**src/rtl/svc_rv_bpred_btb.sv**
```systemverilog
// Direct-mapped branch target buffer with per-entry saturating direction counters.
// Lookups are answered one cycle later from pre-update state; resolved branches train entries.
module svc_rv_bpred_btb #(
  parameter int XLEN    = 32,
  parameter int ENTRIES = 64,
  parameter int TAG_W   = 8,
  parameter int CTR_W   = 2,
  parameter int MODE    = 1
) (
  input  logic            clk,
  input  logic            rst_n,
  input  logic            pred_valid,
  input  logic [XLEN-1:0] pred_pc,
  output logic            pred_hit,
  output logic            pred_taken,
  output logic [XLEN-1:0] pred_target,
  input  logic            upd_valid,
  input  logic [XLEN-1:0] upd_pc,
  input  logic            upd_taken,
  input  logic [XLEN-1:0] upd_target,
  input  logic            upd_mispred,
  input  logic            bp_flush,
  input  logic            stat_clr,
  output logic [31:0]     stat_lookups,
  output logic [31:0]     stat_mispred
);

  localparam int IDX_W = $clog2(ENTRIES);
  localparam int TAG_LO = IDX_W + 2;
  localparam int TAG_HI = IDX_W + TAG_W + 1;
  localparam bit DYN = (MODE != 0);
  localparam logic [CTR_W-1:0] CTR_MAX  = '1;
  localparam logic [CTR_W-1:0] CTR_WEAK = CTR_W'(1 << (CTR_W - 1));

  // Valid bits are the only storage that needs reset; payload arrays stay reset-free.
  logic [ENTRIES-1:0] r_valid;
  logic [TAG_W-1:0]   r_tag    [ENTRIES];
  logic [XLEN-1:0]    r_target [ENTRIES];
  logic [CTR_W-1:0]   r_ctr    [ENTRIES];

  logic            r_pred_hit;
  logic            r_pred_taken;
  logic [XLEN-1:0] r_pred_target;
  logic [31:0]     r_stat_lookups;
  logic [31:0]     r_stat_mispred;

  logic [IDX_W-1:0] w_lk_idx;
  logic [TAG_W-1:0] w_lk_tag;
  logic             w_lk_hit;
  logic             w_lk_taken;
  logic [XLEN-1:0]  w_lk_target;

  logic [IDX_W-1:0] w_up_idx;
  logic [TAG_W-1:0] w_up_tag;
  logic             w_up_en;
  logic             w_up_match;
  logic             w_up_hit;
  logic             w_up_alloc;
  logic [CTR_W-1:0] w_ctr_cur;
  logic [CTR_W-1:0] w_ctr_next;

  logic             w_unused;

  // Lookup path: reads the arrays before any same-cycle write lands.
  assign w_lk_idx    = pred_pc[IDX_W+1:2];
  assign w_lk_tag    = pred_pc[TAG_HI:TAG_LO];
  assign w_lk_hit    = DYN && !bp_flush && r_valid[w_lk_idx] && (r_tag[w_lk_idx] == w_lk_tag);
  assign w_lk_taken  = w_lk_hit && r_ctr[w_lk_idx][CTR_W-1];
  assign w_lk_target = w_lk_taken ? r_target[w_lk_idx] : pred_pc + XLEN'(4);

  assign w_up_idx   = upd_pc[IDX_W+1:2];
  assign w_up_tag   = upd_pc[TAG_HI:TAG_LO];
  assign w_up_en    = DYN && upd_valid && !bp_flush;
  assign w_up_match = r_valid[w_up_idx] && (r_tag[w_up_idx] == w_up_tag);
  assign w_up_hit   = w_up_en && w_up_match;
  assign w_up_alloc = w_up_en && !w_up_match && upd_taken;
  assign w_ctr_cur  = r_ctr[w_up_idx];

  always_comb begin
    w_ctr_next = w_ctr_cur;
    if (upd_taken) begin
      if (w_ctr_cur != CTR_MAX) w_ctr_next = w_ctr_cur + CTR_W'(1);
    end else begin
      if (w_ctr_cur != '0) w_ctr_next = w_ctr_cur - CTR_W'(1);
    end
  end

  always_ff @(posedge clk or negedge rst_n) begin
    if (!rst_n) begin
      r_valid <= '0;
    end else if (bp_flush) begin
      r_valid <= '0;
    end else if (w_up_alloc) begin
      r_valid[w_up_idx] <= 1'b1;
    end
  end

  always_ff @(posedge clk) begin
    if (w_up_hit) begin
      r_ctr[w_up_idx] <= w_ctr_next;
      if (upd_taken) r_target[w_up_idx] <= upd_target;
    end else if (w_up_alloc) begin
      r_tag[w_up_idx]    <= w_up_tag;
      r_target[w_up_idx] <= upd_target;
      r_ctr[w_up_idx]    <= CTR_WEAK;
    end
  end

  // An idle cycle clears hit/taken but keeps the last target visible.
  always_ff @(posedge clk or negedge rst_n) begin
    if (!rst_n) begin
      r_pred_hit    <= 1'b0;
      r_pred_taken  <= 1'b0;
      r_pred_target <= '0;
    end else if (pred_valid) begin
      r_pred_hit    <= w_lk_hit;
      r_pred_taken  <= w_lk_taken;
      r_pred_target <= w_lk_target;
    end else begin
      r_pred_hit    <= 1'b0;
      r_pred_taken  <= 1'b0;
    end
  end

  always_ff @(posedge clk or negedge rst_n) begin
    if (!rst_n) begin
      r_stat_lookups <= '0;
      r_stat_mispred <= '0;
    end else if (stat_clr) begin
      r_stat_lookups <= '0;
      r_stat_mispred <= '0;
    end else begin
      if (pred_valid && !(&r_stat_lookups)) r_stat_lookups <= r_stat_lookups + 32'd1;
      if (upd_valid && upd_mispred && !(&r_stat_mispred)) r_stat_mispred <= r_stat_mispred + 32'd1;
    end
  end

  assign pred_hit     = r_pred_hit;
  assign pred_taken   = r_pred_taken;
  assign pred_target  = r_pred_target;
  assign stat_lookups = r_stat_lookups;
  assign stat_mispred = r_stat_mispred;

  assign w_unused = ^{upd_pc[XLEN-1:TAG_HI+1], upd_pc[1:0]};

endmodule

```
**config.mk**
```make
export PLATFORM = sky130hd
export DESIGN_NAME = svc_rv_bpred_btb
export DESIGN_NICKNAME = d
export VERILOG_FILES = /design/src/rtl/svc_rv_bpred_btb.sv
export SDC_FILE = /design/constraint.sdc
export NUM_CORES = 2
export LEC_CHECK = 0
export BUFFER_PORTS_ARGS = -buffer_cell sky130_fd_sc_hd__buf_2
export CAP_MARGIN = 20
export CORE_ASPECT_RATIO = 1.75
export CORE_MARGIN = 10
export CORE_UTILIZATION = 35
export DETAILED_ROUTE_END_ITERATION = 6
export GPL_ROUTABILITY_DRIVEN = 1
export GPL_TIMING_DRIVEN = 0
export PLACE_DENSITY = 0.58
export SETUP_SLACK_MARGIN = 0.3
export SLEW_MARGIN = 10
export SYNTH_ARGS = -nofsm -noshare
export SYNTH_HDL_FRONTEND = slang
export SYNTH_SLANG_ARGS = --single-unit
```
**constraint.sdc**
```tcl
create_clock -name clk -period 4.4 [get_ports clk]
set_input_delay 0.66 -clock clk [delete_from_list [all_inputs] [get_ports clk]]
set_output_delay 0.66 -clock clk [all_outputs]
set_load 0.01 [all_outputs]
```
After elaboration in Yosys (flattened, before gate mapping). Memory sizes are Yosys's and may differ from the RTL's. Index checks and enable logic that the tools add are counted. Widths: inputs -> output; s select.

Register bits: 162. Memory bits (writable): 2688. Input bits: 104. Output and inout port bits: 98. Logic and storage cells: 73. Memories kept: 3.

Add/subtract/negate cells: 5. Order comparisons: 3. Equal/unequal tests: 3. Multiplexer cells: 28. Bitwise operators: 3. Reduce and logical (&&, ||, !) cells: 22.

Memory list: r_target (depth 64, bits a word 32, rd ports 1, clocked after Yosys merged registers in 0, write ports 1, line 38) `logic [XLEN-1:0] r_target [ENTRIES];`; r_tag (depth 64, bits a word 8, rd ports 2, clocked after Yosys merged registers in 0, write ports 1, line 37) `logic [TAG_W-1:0] r_tag [ENTRIES];`; r_ctr (depth 64, bits a word 2, rd ports 2, clocked after Yosys merged registers in 0, write ports 1, line 39) `logic [CTR_W-1:0] r_ctr [ENTRIES];`.

Operators with widths (count): $mux 32 (6); $mux 64 (2); $add 32x1->32 const B (2); $or 64x64->64 (1); $reduce_and 32->1 (2); $add 32x3->32 const B (1); $eq 8x8->1 (2); $lt 6x7->1 const B (2); $mux 1 (13); $bmux 1 s6 (2); $logic_and 1x1->1 (12); $mux 2 (4); $reduce_bool 2->1 (4); $demux 1 s6 (1); $ge 6x1->1 const B (1); $logic_not 1->1 (4); $add 2x1->2 const B (1); $ne 2x2->1 const B (1); $or 1x1->1 (2); $sub 2x1->2 const B (1).

Longest topological paths before layout.
Word-level depth: 10. Mapped depth: 17. Depth with buffers taken out: 10.

Worst setup path after synthesis. OpenSTA, ideal clock, no wires.

Path type: input to register. Start point: input upd_pc[3]. End point: memory r_ctr[0][0] (data pin). Library setup time: 0.569 ns. Arrival time: 5.089 ns. Data required time: 3.831 ns. Setup slack: -1.258 ns. Stages: 14. Path buffers: 5. Cell sequence: buf_2 buf_4 buf_4 mux2_2 a221oi_1 o22ai_1 a222oi_1 a31o_2 o211ai_1 nor4_1 and2_1 buf_2 buf_2 a2bb2oi_1.

Cells in the longest elaborated chain, start to end: 10. Elaborated cells on any way between the ends: 21. Those cells by class: add/sub: 2; eq/ne: 2; mux: 9; reduce/logical: 6; memory: 2.

RTL lines: start, declared (line 18) `input logic [XLEN-1:0] upd_pc,`; $mem_v2 64x8 or $bmux 1 s6 (tied branches); $eq 8x8->1 or $mux 1 (tied branches) (line 74) `assign w_up_match = r_valid[w_up_idx] && (r_tag[w_up_idx] == w_up_tag);`; $logic_and 1x1->1 (line 74); $logic_not 1->1 (line 76) `assign w_up_alloc = w_up_en && !w_up_match && upd_taken;`; $logic_and 1x1->1 (2 in a row) (line 76); $mux 1 (line 102) `end else if (w_up_alloc) begin`; $mux 1 (line 99) `if (w_up_hit) begin`; $mux 1 (not written as such) (line 105) `r_ctr[w_up_idx] <= CTR_WEAK;`; $mux 2 (no source line) (*); end, declared (line 39).

Every way passes the cells marked *; elsewhere a longest branch is shown, timed or not. The select of a mux whose other input is x is not followed.

Worst setup path after layout.
Start point: input upd_pc[2]. End point: memory r_tag[61][3], enable pin.

Cells in the longest elaborated chain, start to end: 9. Elaborated cells on any way between the ends: 12. Those cells by class: eq/ne: 1; mux: 5; reduce/logical: 5; memory: 1.

RTL lines: $mem_v2 64x8 or $bmux 1 s6 (tied branches); $eq 8x8->1 or $mux 1 (tied branches) (line 74); $logic_and 1x1->1 (line 74); $logic_not 1->1 (line 76); $logic_and 1x1->1 (2 in a row) (line 76); $mux 1 (line 102); $mux 1 (line 99); $mux 1 (not written as such) (line 103) `r_tag[w_up_idx] <= w_up_tag;`; end, declared (line 37).

Parallel ways exist; a longest one is shown, timed or not. The select of a mux whose other input is x is not followed.

==> flow_metrics.tcl <==
set metrics [dict create \
    drv_cap 0 \
    timing.critical_path.to_type "flip-flop" \
    worst-path-max-fanout 8 \
    start_util_pct 35.1 \
    areaGrowthSynthToFinish_pct 21.7 \
    setup.worst_path.class "in -> reg" \
    worst_ep_required_time_ps 5020 \
    vias 67577 \
    drive_gt1_share_pct 38.0 \
    ys_top_cells_by_area "sky130_fd_sc_hd__edfxtp_1 69%, sky130_fd_sc_hd__mux4_2 17%, sky130_fd_sc_hd__dfrtp_1 3.5%, sky130_fd_sc_hd__mux2i_1 0.81%, sky130_fd_sc_hd__clkbuf_1 0.65%" \
    switching_share_pct 23.9 \
    postSynthRegisterBits 2850 \
    die_width_um 458 \
    timing_hold_violations_final 0 \
    minimum_setup_slack_among_reg_to_reg_paths_ps -30 \
    pwr-share-clk_pct 40.8 \
    p_per_area_mw_per_mm2 413 \
    synth.yosys.seq_area_share_pct 72.2 \
    net-switching-power_mw 14.1 \
    ir_drop_v 0.000341 \
    finish.instance_area_mm2 0.143 \
    drt_iter0_drc 7938 \
    post-synth-top-count-cell "sky130_fd_sc_hd__edfxtp_1" \
    min-delay-path-class "in -> reg" \
    critical_path.reg2reg.startpoint "r_tag[48][0]$_DFFE_PP_" \
    drcViolationCount 0 \
    wire_length_per_cell_after_detailed_routing_um 44.1 \
    status "finished, violations left" \
    cellInternalPower_mw 44.9 \
    dp_hpwl_mm 365 \
    count_of_pins_on_the_block_boundary 202 \
    clkLatencyLatePin_ps 930 \
    synth_top_cells_by_count "2,688 x sky130_fd_sc_hd__edfxtp_1, 890 x sky130_fd_sc_hd__mux4_2, 202 x sky130_fd_sc_hd__clkbuf_1, 178 x sky130_fd_sc_hd__nor2_1" \
    cts.root.buffer_cell "sky130_fd_sc_hd__clkbuf_16" \
    antenna_found_initial 53 \
    min_period_over_period_pct 101 \
    max_freq_mhz 225 \
    grt_overflow 0 \
    power.leakage_nw 45.7 \
    setup-violations-final 84 \
    vias_in_the_first_global_route 69503 \
    critPathCapture "r_tag[61][3]$_DFFE_PP_" \
    routabilityCongestion 1.07 \
    synthesis.instances 5767 \
    final_antenna_net_count 0 \
    timing.reg2reg.worst_path_depth 15 \
    final_total_negative_setup_slack_ps -1390 \
    worstSetupStartpointType "input port" \
    grt_setup_unrepaired "true" \
    synth_top_cell_area_share_pct 68.8 \
    synth_ff_type "sky130_fd_sc_hd__edfxtp_1" \
    grt_start_max_net_pins 97 \
    cts_max_path_buffers 4 \
    violations_in_the_final_reports "negative setup slack" \
    setup_ws_ps -44.0 \
    nNetsFinal 6760 \
    drtPass1Iterations 6 \
    synth_async_sr_flop_share_pct 5.68 \
    cts.htree.levels 5 \
    post_synth_cell_types 82 \
    mappedNetlistArea_mm2 0.117 \
    core_region_area_mm2 0.334 \
    timing.critical_path.from "upd_pc[2]" \
    synthesis.yosys.warnings 0 \
    synth_top_area_cell "sky130_fd_sc_hd__edfxtp_1" \
    dieArea_mm2 0.360 \
    cts.reportedPaths.clkPinSlew_ps 70 \
    route.detailed.vias_per_inst 5.98 \
    dp_worst_setup_slack_ps -3360 \
    synth_enable_flop_cells 2688 \
    p_seq_share_pct 50.6 \
    tightestPinTransition_ps 1430 \
    synth_fp_nets 5874 \
    clock_tree_from_tritoncts "done" \
    fillers 28786 \
    drt_wl_total_mm 498 \
    grt.total_usage_pct 27.1 \
    combPwrFrac_pct 8.6 \
    die-height_um 786 \
    count_of_buffers_inserted_at_the_top_level_ports 175 \
    post_synthesis_mean_instance_area_um2 20.4 \
    regToRegEndpoint "r_tag[61][3]$_DFFE_PP_" \
    cts_made_buffers 278 \
    slew_violations 0 \
    postPlaceCellArea_mm2 0.129 \
    finalClockSkew_ps 76.1 \
    rows 281 \
    worst_slew_margin_rel_pct 4.89 \
    period_needed_ps 4440 \
    grt_first_pass_wirelength_mm 651 \
    arrival_ps 5070 \
    cts.sinks 2850 \
]
## power by group through the flow
stage | logic (mW) | clock network (mW) | registers [mW]
3_5_place_dp | 4.59 | 0 | 30.4
2_1_floorplan | 1.90 | 0 | 30.4
5_1_grt | 5.07 | 25.3 | 29.8
3_3_place_gp | 4.34 | 0 | 30.4
4_1_cts | 4.91 | 24.3 | 29.8
6_report | 5.08 | 24.0 | 29.8
## layout make-up
cell class,count,area (um2),share of cell area [%]
sequential,2850,84800,59.3
multi-input combinational,2416,32600,22.8
clock buffer,350,7550,5.29
timing repair buffer,604,7170,5.02
tap,4386,5490,3.84
buffer,392,3450,2.41
clock inverter,130,1220,0.853
inverter,111,437,0.306
antenna,59,148,0.103
## repair_timing
| action | in CTS | in global routing |
|---|---|---|
| hold endpoints to repair | 95 | 0 |
| cloned | 5 | 5 |
| endpoints found under the setup margin | 2912 | 940 |
| resized for setup | 729 | 135 |
| hold buffers | 1 | 0 |
| buffers inserted | 117 | 51 |
| pin swaps | 67 | 35 |
## through the flow
step                power [mW]  hold WS [ps]  utilization, %  cells
detailed placement        35.0           474            38.5  10566
global placement          34.8           479            37.0  10328
floorplan                 32.3           364               -   5767
global route              60.2          86.7            42.7  11287
finish                    59.0          94.1            42.7  11298
CTS                       59.1          42.9            42.3  11169
## cells by family (layout without fill, tap and decap cells)
logic type	Yosys count	after routing	synth area share (%)
adder cells (fa/ha/maj)	3	3	0.0320
flip-flops	2850	2850	72.2
AO/OA/AOI/OAI	507	509	3.46
AND/OR/NAND/NOR	779	779	3.34
multiplexers	1040	1040	18.4
buffers and inverters	503	1587	1.89
XOR/XNOR	85	85	0.634
other	0	59	0
## placed cells by master (no fill, tap or decap), types with 33 or more instances in the layout
master	count
sky130_fd_sc_hd__a21oi_1	46
sky130_fd_sc_hd__a221oi_1	55
sky130_fd_sc_hd__a22oi_1	70
sky130_fd_sc_hd__buf_12	134
sky130_fd_sc_hd__buf_16	57
sky130_fd_sc_hd__buf_2	199
sky130_fd_sc_hd__buf_4	192
sky130_fd_sc_hd__buf_6	148
sky130_fd_sc_hd__buf_8	51
sky130_fd_sc_hd__clkbuf_1	121
sky130_fd_sc_hd__clkbuf_16	301
sky130_fd_sc_hd__clkbuf_2	79
sky130_fd_sc_hd__clkbuf_4	33
sky130_fd_sc_hd__clkinv_1	45
sky130_fd_sc_hd__clkinv_2	43
sky130_fd_sc_hd__dfrtp_1	162
sky130_fd_sc_hd__diode_2	59
sky130_fd_sc_hd__edfxtp_1	2688
sky130_fd_sc_hd__inv_1	106
sky130_fd_sc_hd__mux2_2	54
sky130_fd_sc_hd__mux2i_1	85
sky130_fd_sc_hd__mux4_2	890
sky130_fd_sc_hd__nand2_1	159
sky130_fd_sc_hd__nand3_1	65
sky130_fd_sc_hd__nand4_1	34
sky130_fd_sc_hd__nor2_1	106
sky130_fd_sc_hd__nor2_4	68
sky130_fd_sc_hd__nor3_1	44
sky130_fd_sc_hd__nor3_4	75
sky130_fd_sc_hd__o32ai_1	63
sky130_fd_sc_hd__xnor2_1	44
sky130_fd_sc_hd__xor2_1	39
## critical path, stage by stage
cell,delay (ps)
sky130_fd_sc_hd__buf_4,170
sky130_fd_sc_hd__nand2b_1,120
sky130_fd_sc_hd__clkbuf_2,620
sky130_fd_sc_hd__nor2_1,230
sky130_fd_sc_hd__a222oi_1,1250
sky130_fd_sc_hd__or2_4,320
sky130_fd_sc_hd__nand3_4,100
sky130_fd_sc_hd__xor2_4,250
sky130_fd_sc_hd__nor3_4,70
sky130_fd_sc_hd__and2_4,170
sky130_fd_sc_hd__buf_12,140
sky130_fd_sc_hd__buf_12,160
sky130_fd_sc_hd__buf_16,160
sky130_fd_sc_hd__buf_6,120
sky130_fd_sc_hd__nor3_4,160
sky130_fd_sc_hd__buf_6,170
sky130_fd_sc_hd__buf_8,130
## layer usage
| metal | vias up | part of all wire, % | global-route usage (%) |
|---|---|---|---|
| met5 | - | 0.033 | 0 |
| met4 | 20 | 13 | 27.6 |
| met3 | 1545 | 6.9 | 5.72 |
| met2 | 3878 | 51 | 47.1 |
| met1 | 35915 | 30 | 26.0 |
| li1 | 26219 | - | - |
## how the worst min path moves through the flow
stage	end	cells after the start	from	slack [ps]
2_1_floorplan	pred_hit$_DFF_PN0_	0	rst_n	360
3_3_place_gp	pred_target[13]$_DFFE_PN0P_	2	pred_target[13]$_DFFE_PN0P_	480
3_5_place_dp	pred_target[2]$_DFFE_PN0P_	2	pred_target[2]$_DFFE_PN0P_	470
4_1_cts	pred_target[26]$_DFFE_PN0P_	4	pred_pc[26]	40
5_1_grt	pred_target[26]$_DFFE_PN0P_	4	pred_pc[26]	90
6_report	pred_target[26]$_DFFE_PN0P_	4	pred_pc[26]	90
## sequential cells by signal, indices dropped and copies added, names as in the netlist
name          cells
stat_lookups     32
r_valid          64
r_tag           512
r_target       2048
r_ctr           128
pred_target      32
stat_mispred     32
pred_taken        1
pred_hit          1
Note: power is estimated with default switching activity, not from simulation.
